## config.mk

```make
export PLATFORM = sky130hd
export DESIGN_NAME = alu_issue_queue
export DESIGN_NICKNAME = d
export VERILOG_FILES = /design/src/rtl/alu_issue_queue.sv
export SDC_FILE = /design/constraint.sdc
export NUM_CORES = 2
export LEC_CHECK = 0
export ABC_AREA = 0
export BUFFER_PORTS_ARGS = -buffer_cell sky130_fd_sc_hd__buf_2
export CORE_ASPECT_RATIO = 1.4
export CORE_MARGIN = 2
export CORE_UTILIZATION = 50
export DETAILED_ROUTE_END_ITERATION = 8
export GPL_TIMING_DRIVEN = 0
export PLACE_DENSITY = 0.8
export SLEW_MARGIN = 20
export SYNTH_ARGS = -nofsm -noshare
export SYNTH_HDL_FRONTEND = slang
export SYNTH_SLANG_ARGS = --single-unit
```

## constraint.sdc

```tcl
create_clock -name clk_in -period 2.4 [get_ports clk_in]
set_input_delay 0.6 -clock clk_in [delete_from_list [all_inputs] [get_ports clk_in]]
set_output_delay 0.6 -clock clk_in [all_outputs]
set_load 0.03 [all_outputs]
```

## src/rtl/alu_issue_queue.sv

```systemverilog
// ALU reservation station: holds dispatched ops, wakes operands from the CDB, issues one ready op per cycle.
// Optional ALU_RS_OLDEST_FIRST_EN selects the oldest ready entry instead of the lowest-index one.
module alu_issue_queue #(
  parameter int unsigned RS_DEPTH = 4
) (
  input  logic        clk_in,
  input  logic        rst_in,
  input  logic        rdy_in,
  input  logic        flush_pipline,
  input  logic        disp_valid,
  input  logic [2:0]  disp_ins_id,
  input  logic [6:0]  disp_opcode,
  input  logic [2:0]  disp_funct3,
  input  logic [6:0]  disp_funct7,
  input  logic [31:0] disp_imm,
  input  logic [5:0]  disp_shamt,
  input  logic [31:0] disp_pc,
  input  logic        disp_is_compressed,
  input  logic        disp_rs1_rdy,
  input  logic [2:0]  disp_rs1_tag,
  input  logic [31:0] disp_rs1_val,
  input  logic        disp_rs2_rdy,
  input  logic [2:0]  disp_rs2_tag,
  input  logic [31:0] disp_rs2_val,
  output logic        disp_full,
  input  logic        cdb_valid,
  input  logic [2:0]  cdb_ins_id,
  input  logic [31:0] cdb_val,
  output logic        have_ins,
  output logic [2:0]  ins_id,
  output logic [31:0] rs1_val,
  output logic [31:0] rs2_val,
  output logic [31:0] imm_val,
  output logic [5:0]  shamt_val,
  output logic [6:0]  opcode,
  output logic [2:0]  funct3,
  output logic [6:0]  funct7,
  output logic [31:0] request_PC,
  output logic        is_compressed_ins
);

  localparam int unsigned XLEN  = 32;
  localparam int unsigned ID_W  = 3;
  localparam int unsigned IDX_W = $clog2(RS_DEPTH);

  typedef struct packed {
    logic [ID_W-1:0] ins_id;
    logic [6:0]      opcode;
    logic [2:0]      funct3;
    logic [6:0]      funct7;
    logic [XLEN-1:0] imm;
    logic [5:0]      shamt;
    logic [XLEN-1:0] pc;
    logic            is_c;
    logic            rs1_rdy;
    logic [ID_W-1:0] rs1_tag;
    logic [XLEN-1:0] rs1_val;
    logic            rs2_rdy;
    logic [ID_W-1:0] rs2_tag;
    logic [XLEN-1:0] rs2_val;
  } rs_entry_t;

  rs_entry_t           ent [RS_DEPTH];
  rs_entry_t           new_ent;
  logic [RS_DEPTH-1:0] valid;
  logic                free_found;
  logic [IDX_W-1:0]    free_idx;
  logic                sel_found;
  logic [IDX_W-1:0]    sel_idx;
  logic                accept;

  assign disp_full = &valid;
  assign accept    = disp_valid && !disp_full;

  // Incoming entry, with same-cycle CDB bypass on each operand
  always_comb begin
    new_ent         = '0;
    new_ent.ins_id  = disp_ins_id;
    new_ent.opcode  = disp_opcode;
    new_ent.funct3  = disp_funct3;
    new_ent.funct7  = disp_funct7;
    new_ent.imm     = disp_imm;
    new_ent.shamt   = disp_shamt;
    new_ent.pc      = disp_pc;
    new_ent.is_c    = disp_is_compressed;
    new_ent.rs1_rdy = disp_rs1_rdy;
    new_ent.rs1_tag = disp_rs1_tag;
    new_ent.rs1_val = disp_rs1_val;
    new_ent.rs2_rdy = disp_rs2_rdy;
    new_ent.rs2_tag = disp_rs2_tag;
    new_ent.rs2_val = disp_rs2_val;
    if (!disp_rs1_rdy && cdb_valid && (disp_rs1_tag == cdb_ins_id)) begin
      new_ent.rs1_rdy = 1'b1;
      new_ent.rs1_val = cdb_val;
    end
    if (!disp_rs2_rdy && cdb_valid && (disp_rs2_tag == cdb_ins_id)) begin
      new_ent.rs2_rdy = 1'b1;
      new_ent.rs2_val = cdb_val;
    end
  end

  always_comb begin
    free_found = 1'b0;
    free_idx   = '0;
    for (int i = 0; i < RS_DEPTH; i++) begin
      if (!valid[i] && !free_found) begin
        free_found = 1'b1;
        free_idx   = IDX_W'(i);
      end
    end
  end

`ifdef ALU_RS_OLDEST_FIRST_EN
  localparam logic [IDX_W-1:0] AGE_MAX = IDX_W'(RS_DEPTH - 1);

  logic [IDX_W-1:0] age [RS_DEPTH];
  logic [IDX_W-1:0] best_age;

  // Oldest ready entry wins; strict compare keeps ties on the lowest index
  always_comb begin
    sel_found = 1'b0;
    sel_idx   = '0;
    best_age  = '0;
    for (int i = 0; i < RS_DEPTH; i++) begin
      if (valid[i] && ent[i].rs1_rdy && ent[i].rs2_rdy && (!sel_found || (age[i] > best_age))) begin
        sel_found = 1'b1;
        sel_idx   = IDX_W'(i);
        best_age  = age[i];
      end
    end
  end

  always_ff @(posedge clk_in or negedge rst_in) begin
    if (!rst_in) begin
      for (int i = 0; i < RS_DEPTH; i++) age[i] <= '0;
    end else if (rdy_in && !flush_pipline && accept) begin
      for (int i = 0; i < RS_DEPTH; i++) begin
        if (IDX_W'(i) == free_idx) age[i] <= '0;
        else if (valid[i] && (age[i] != AGE_MAX)) age[i] <= age[i] + IDX_W'(1);
      end
    end
  end
`else
  always_comb begin
    sel_found = 1'b0;
    sel_idx   = '0;
    for (int i = 0; i < RS_DEPTH; i++) begin
      if (valid[i] && ent[i].rs1_rdy && ent[i].rs2_rdy && !sel_found) begin
        sel_found = 1'b1;
        sel_idx   = IDX_W'(i);
      end
    end
  end
`endif

  // Entry storage, wakeup, issue and dispatch; everything freezes while rdy_in is low
  always_ff @(posedge clk_in or negedge rst_in) begin
    if (!rst_in) begin
      valid             <= '0;
      for (int i = 0; i < RS_DEPTH; i++) ent[i] <= '0;
      have_ins          <= 1'b0;
      ins_id            <= '0;
      rs1_val           <= '0;
      rs2_val           <= '0;
      imm_val           <= '0;
      shamt_val         <= '0;
      opcode            <= '0;
      funct3            <= '0;
      funct7            <= '0;
      request_PC        <= '0;
      is_compressed_ins <= 1'b0;
    end else if (rdy_in) begin
      if (flush_pipline) begin
        valid    <= '0;
        have_ins <= 1'b0;
      end else begin
        for (int i = 0; i < RS_DEPTH; i++) begin
          if (valid[i] && cdb_valid && !ent[i].rs1_rdy && (ent[i].rs1_tag == cdb_ins_id)) begin
            ent[i].rs1_rdy <= 1'b1;
            ent[i].rs1_val <= cdb_val;
          end
          if (valid[i] && cdb_valid && !ent[i].rs2_rdy && (ent[i].rs2_tag == cdb_ins_id)) begin
            ent[i].rs2_rdy <= 1'b1;
            ent[i].rs2_val <= cdb_val;
          end
        end
        if (sel_found) begin
          valid[sel_idx]    <= 1'b0;
          have_ins          <= 1'b1;
          ins_id            <= ent[sel_idx].ins_id;
          rs1_val           <= ent[sel_idx].rs1_val;
          rs2_val           <= ent[sel_idx].rs2_val;
          imm_val           <= ent[sel_idx].imm;
          shamt_val         <= ent[sel_idx].shamt;
          opcode            <= ent[sel_idx].opcode;
          funct3            <= ent[sel_idx].funct3;
          funct7            <= ent[sel_idx].funct7;
          request_PC        <= ent[sel_idx].pc;
          is_compressed_ins <= ent[sel_idx].is_c;
        end else begin
          have_ins <= 1'b0;
        end
        if (accept && free_found) begin
          valid[free_idx] <= 1'b1;
          ent[free_idx]   <= new_ent;
        end
      end
    end
  end

endmodule

```

==> flow_metrics.py <==
metrics = {
    "floorplan": {
        "die_w_um": 240,
        "die-area_um2": 80000,
        "die_y_um": 334,
        "start_util": 0.503,
        "io-pin-count": 361,
        "row_count": 121,
        "placeable_core_region_um2": 77400,
    },
    "cts": {
        "clk_path_buf_depth": 3,
        "cts.sinks": 812,
        "root_buffer": "sky130_fd_sc_hd__clkbuf_16",
        "clk-insertion-delay-late_ps": 660,
        "path_clk_slew_ps": 70,
        "cts_made_buffers": 80,
        "cts_tree": "built",
        "htreeDepth": 3,
    },
    "critical_path": {
        "critPathTopFamily": "simple AND/OR/NAND/NOR gates",
        "worstPathMaxFanout": 10,
        "crit_path_start_kind": "flop",
        "worst-endpoint-arrival_ps": 3030,
        "worstSetupEndpointType": "flop",
        "criticalPathCategory": "flop to flop",
        "worst_path_max_delay_cell": "sky130_fd_sc_hd__clkbuf_1",
        "path_buf_inv": 2,
        "timing.critical_path.cells": "nand4bb_2 -> clkbuf_2 -> clkbuf_1 -> nor3_1 -> a221oi_1",
        "stage_delay_of_the_slowest_cell_on_the_critical_path_ps": 500,
        "worstPathRequired_ps": 2870,
    },
    "synthesis": {
        "asyncSetResetFlopFracSynth": 1.00,
        "synth.yosys.warnings": 0,
        "synth_top_area_cell": "sky130_fd_sc_hd__dfrtp_1",
        "yosys.cell_types.count": 62,
        "synthesis.area_per_instance_um2": 9.18,
        "synth_sequential_area_ratio": 0.523,
        "yosys.area.top_type_share": 0.523,
        "ys_top_cells_by_area": "sky130_fd_sc_hd__dfrtp_1, sky130_fd_sc_hd__nand2_1, sky130_fd_sc_hd__a221oi_2, sky130_fd_sc_hd__nor2_1, sky130_fd_sc_hd__a221oi_1",
        "ys_dominant_reg_cell": "sky130_fd_sc_hd__dfrtp_1",
        "synth_compound_area_frac": 0.204,
        "synth-seq-cells": 812,
        "synth_simple_gate_area_frac": 0.192,
        "synth-adder-area-share": 0,
        "postSynthCellCount": 4234,
        "number_of_synthesized_flops_with_an_enable_pin": 0,
        "post_synthesis_mux_area_share": 0.0168,
        "post_synth_xor_area_fraction": 0.00676,
        "syn_area_um2": 38900,
        "synth_nets": 4438,
        "synth_top_family_by_area": "compound AO/OA/AOI/OAI gates",
    },
    "drt": {
        "via_count": 37300,
        "drt_first_iter_violations": 5194,
        "drtPass1Iterations": 8,
        "via_per_instance_ratio": 6.41,
        "antenna_violating_nets_post_route": 0,
        "drt_wl_total_um": 162000,
        "routedWlPerCell_um": 27.9,
        "remaining_drc_errors": 0,
    },
    "power_and_ir_drop": {
        "vdd.ir_drop.worst_mv": 0.669,
        "static-leakage-power_nw": 22.6,
        "pwr_density_cell_nw_per_um2": 987,
    },
    "sta": {
        "worst_slack_ps": -161,
        "finalWorstPathRequiredPeriod_ps": 2560,
        "timing.clock.skew_ps": 27.9,
        "maxSlewHeadroom": 0.152,
        "setup-violations-final": 18,
        "rsz0062_at_grt": "true",
        "timing_worst_slew_pin_value_ps": 1270,
        "final_min_period_over_clock_period": 1.07,
        "max_clock_freq_ghz": 0.391,
        "drv_slew": 0,
        "worst_hold_slack_ps": 185,
        "hold_violations": 0,
    },
    "layout": {
        "final_cell_count_no_fill": 5821,
        "layout.core_utilization": 0.588,
        "mostFrequentLayoutCell": "sky130_fd_sc_hd__nand2_1",
        "fin_nets": 4893,
        "drive_gt1_frac": 0.195,
        "area_growth_syn_to_layout_pct": 16.9,
        "design_area_um2": 45500,
        "most-common-layout-cells": "sky130_fd_sc_hd__nand2_1, sky130_fd_sc_hd__dfrtp_1, sky130_fd_sc_hd__buf_2",
    },
    "global_routing": {
        "first_pass_grt_wire_length_um": 237000,
        "first_global_vias": 37000,
        "overall_global_routing_resource_usage": 0.403,
        "grt_antenna_before_repair": 48,
        "maximum_number_of_pins_on_one_net_before_global_route_repair": 135,
        "grt_remaining_overflow": 0,
    },
    "min_path": {
        "min_path_type": "primary input to flop",
    },
    "run_status": {
        "run_status": "complete, but fails checks",
        "failed_checks": "setup timing",
    },
    "flow_run": {
        "drv.max_cap_violation_count": 0,
    },
    "placed_design": {
        "io_port_bufs": 353,
        "placedInstanceArea_um2": 42200,
        "globalplace.congestion": 1.06,
        "placedCellCount": 5639,
        "dp_hpwl_um": 114000,
    },
}
## flip-flops by register name (all words and copies together), names as in the netlist
name / cells
ent: 652
funct3: 3
funct7: 7
have_ins: 1
imm_val: 32
ins_id: 3
is_compressed_ins: 1
opcode: 7
request_PC: 32
rs1_val: 32
rs2_val: 32
shamt_val: 6
valid: 4
## per-layer routing
metal / share of wire / vias up / GRT usage
met5: 0.0015 / - / 0
met4: 0.096 / 42 / 0.334
met3: 0.11 / 857 / 0.121
met2: 0.45 / 2663 / 0.622
met1: 0.34 / 18100 / 0.461
li1: - / 15700 / -
## where the power goes
part	total [mW]	switching [mW]	leakage, nW	internal (mW)
Combinational	12.0	7.94	11.4	4.09
Clock	13.1	5.73	1.29	7.39
Sequential	19.7	2.52	9.93	17.2
## cells by family (layout without fill, tap and decap cells)
| family | after synthesis | count (layout) |
|---|---|---|
| buffers and inverters | 529 | 1046 |
| AO/OA/AOI/OAI | 976 | 976 |
| multiplexers | 62 | 62 |
| AND/OR/NAND/NOR | 1825 | 1825 |
| flip-flops | 812 | 812 |
| XOR/XNOR | 30 | 30 |
| other | 0 | 25 |
## what timing repair did
action                                  in CTS  in global routing
hold endpoints to repair                    61                  0
cloned                                       0                  1
hold buffers                                 2                  0
gates resized for setup                    156                109
setup buffers                                9                  4
endpoints found under the setup margin     775                495
pin swaps                                    4                  3
## Yosys cell counts (all sizes together) (2+ instances only)
library cell / number
nor4: 2
xor2: 6
o221a: 3
nand4: 8
and3: 67
a21o: 12
inv: 163
xnor2: 24
o22ai: 177
o32a: 2
mux2: 27
or3: 6
nand2b: 3
nand4b: 2
nor3: 146
o211a: 5
a41oi: 2
dfrtp: 812
a22oi: 4
o32ai: 11
buf: 131
a211oi: 52
nor2b: 5
o21a: 140
and4: 6
a31oi: 6
nor3b: 6
and3b: 7
a32oi: 10
a221o: 63
a21oi: 40
nand2: 1176
o211ai: 3
o21ai: 161
nand3b: 3
nand3: 20
nor2: 364
mux2i: 35
a221oi: 271
o221ai: 7
clkbuf: 235
o311a: 4
## per-stage QoR
step                setup WS (ps)  TNS, ps  total power [mW]
finish                       -161     -572              44.9
global route                -44.5     -172              46.4
CTS                          1.16        0              44.4
detailed placement          -1630  -693700              31.4
global placement           -16760        -              31.0
floorplan                     298        0              26.8
## worst paths after layout
path	end	slack [ps]	from	cells after the start
hold / removal	ent[306]$_DFFE_PN0P_	190	disp_funct7[0]	3
setup / recovery	ent[548]$_DFFE_PN0P_	-160	valid[0]$_DFFE_PN0P_	5
max in group asynchronous	rs1_val[7]$_DFFE_PN0P_	390	rst_in	5
hold reg to reg	ent[72]$_DFFE_PN0P_	470	ent[72]$_DFFE_PN0P_	2
setup reg to reg	ent[548]$_DFFE_PN0P_	-160	valid[0]$_DFFE_PN0P_	5
min in group asynchronous	ent[425]$_DFFE_PN0P_	560	rst_in	3
## tightest hold or removal path, stage by stage
cell and delay [ps]:
sky130_fd_sc_hd__buf_2 110, sky130_fd_sc_hd__nand2_1 50, sky130_fd_sc_hd__nand2_1 50
## area by class of cell
| cell class | count | area [µm²] |
|---|---|---|
| clock buffers | 123 | 2340 |
| fillers | 6794 | 31900 |
| plain buffers | 363 | 1920 |
| well taps | 1045 | 1310 |
| multi-input cells | 2893 | 16400 |
| diodes | 25 | 62.6 |
| repair buffers | 376 | 2160 |
| flip-flops and latches | 812 | 20300 |
| clock inverters | 21 | 284 |
| inverters | 163 | 612 |
No activity file was read; power rests on OpenSTA's default activity.
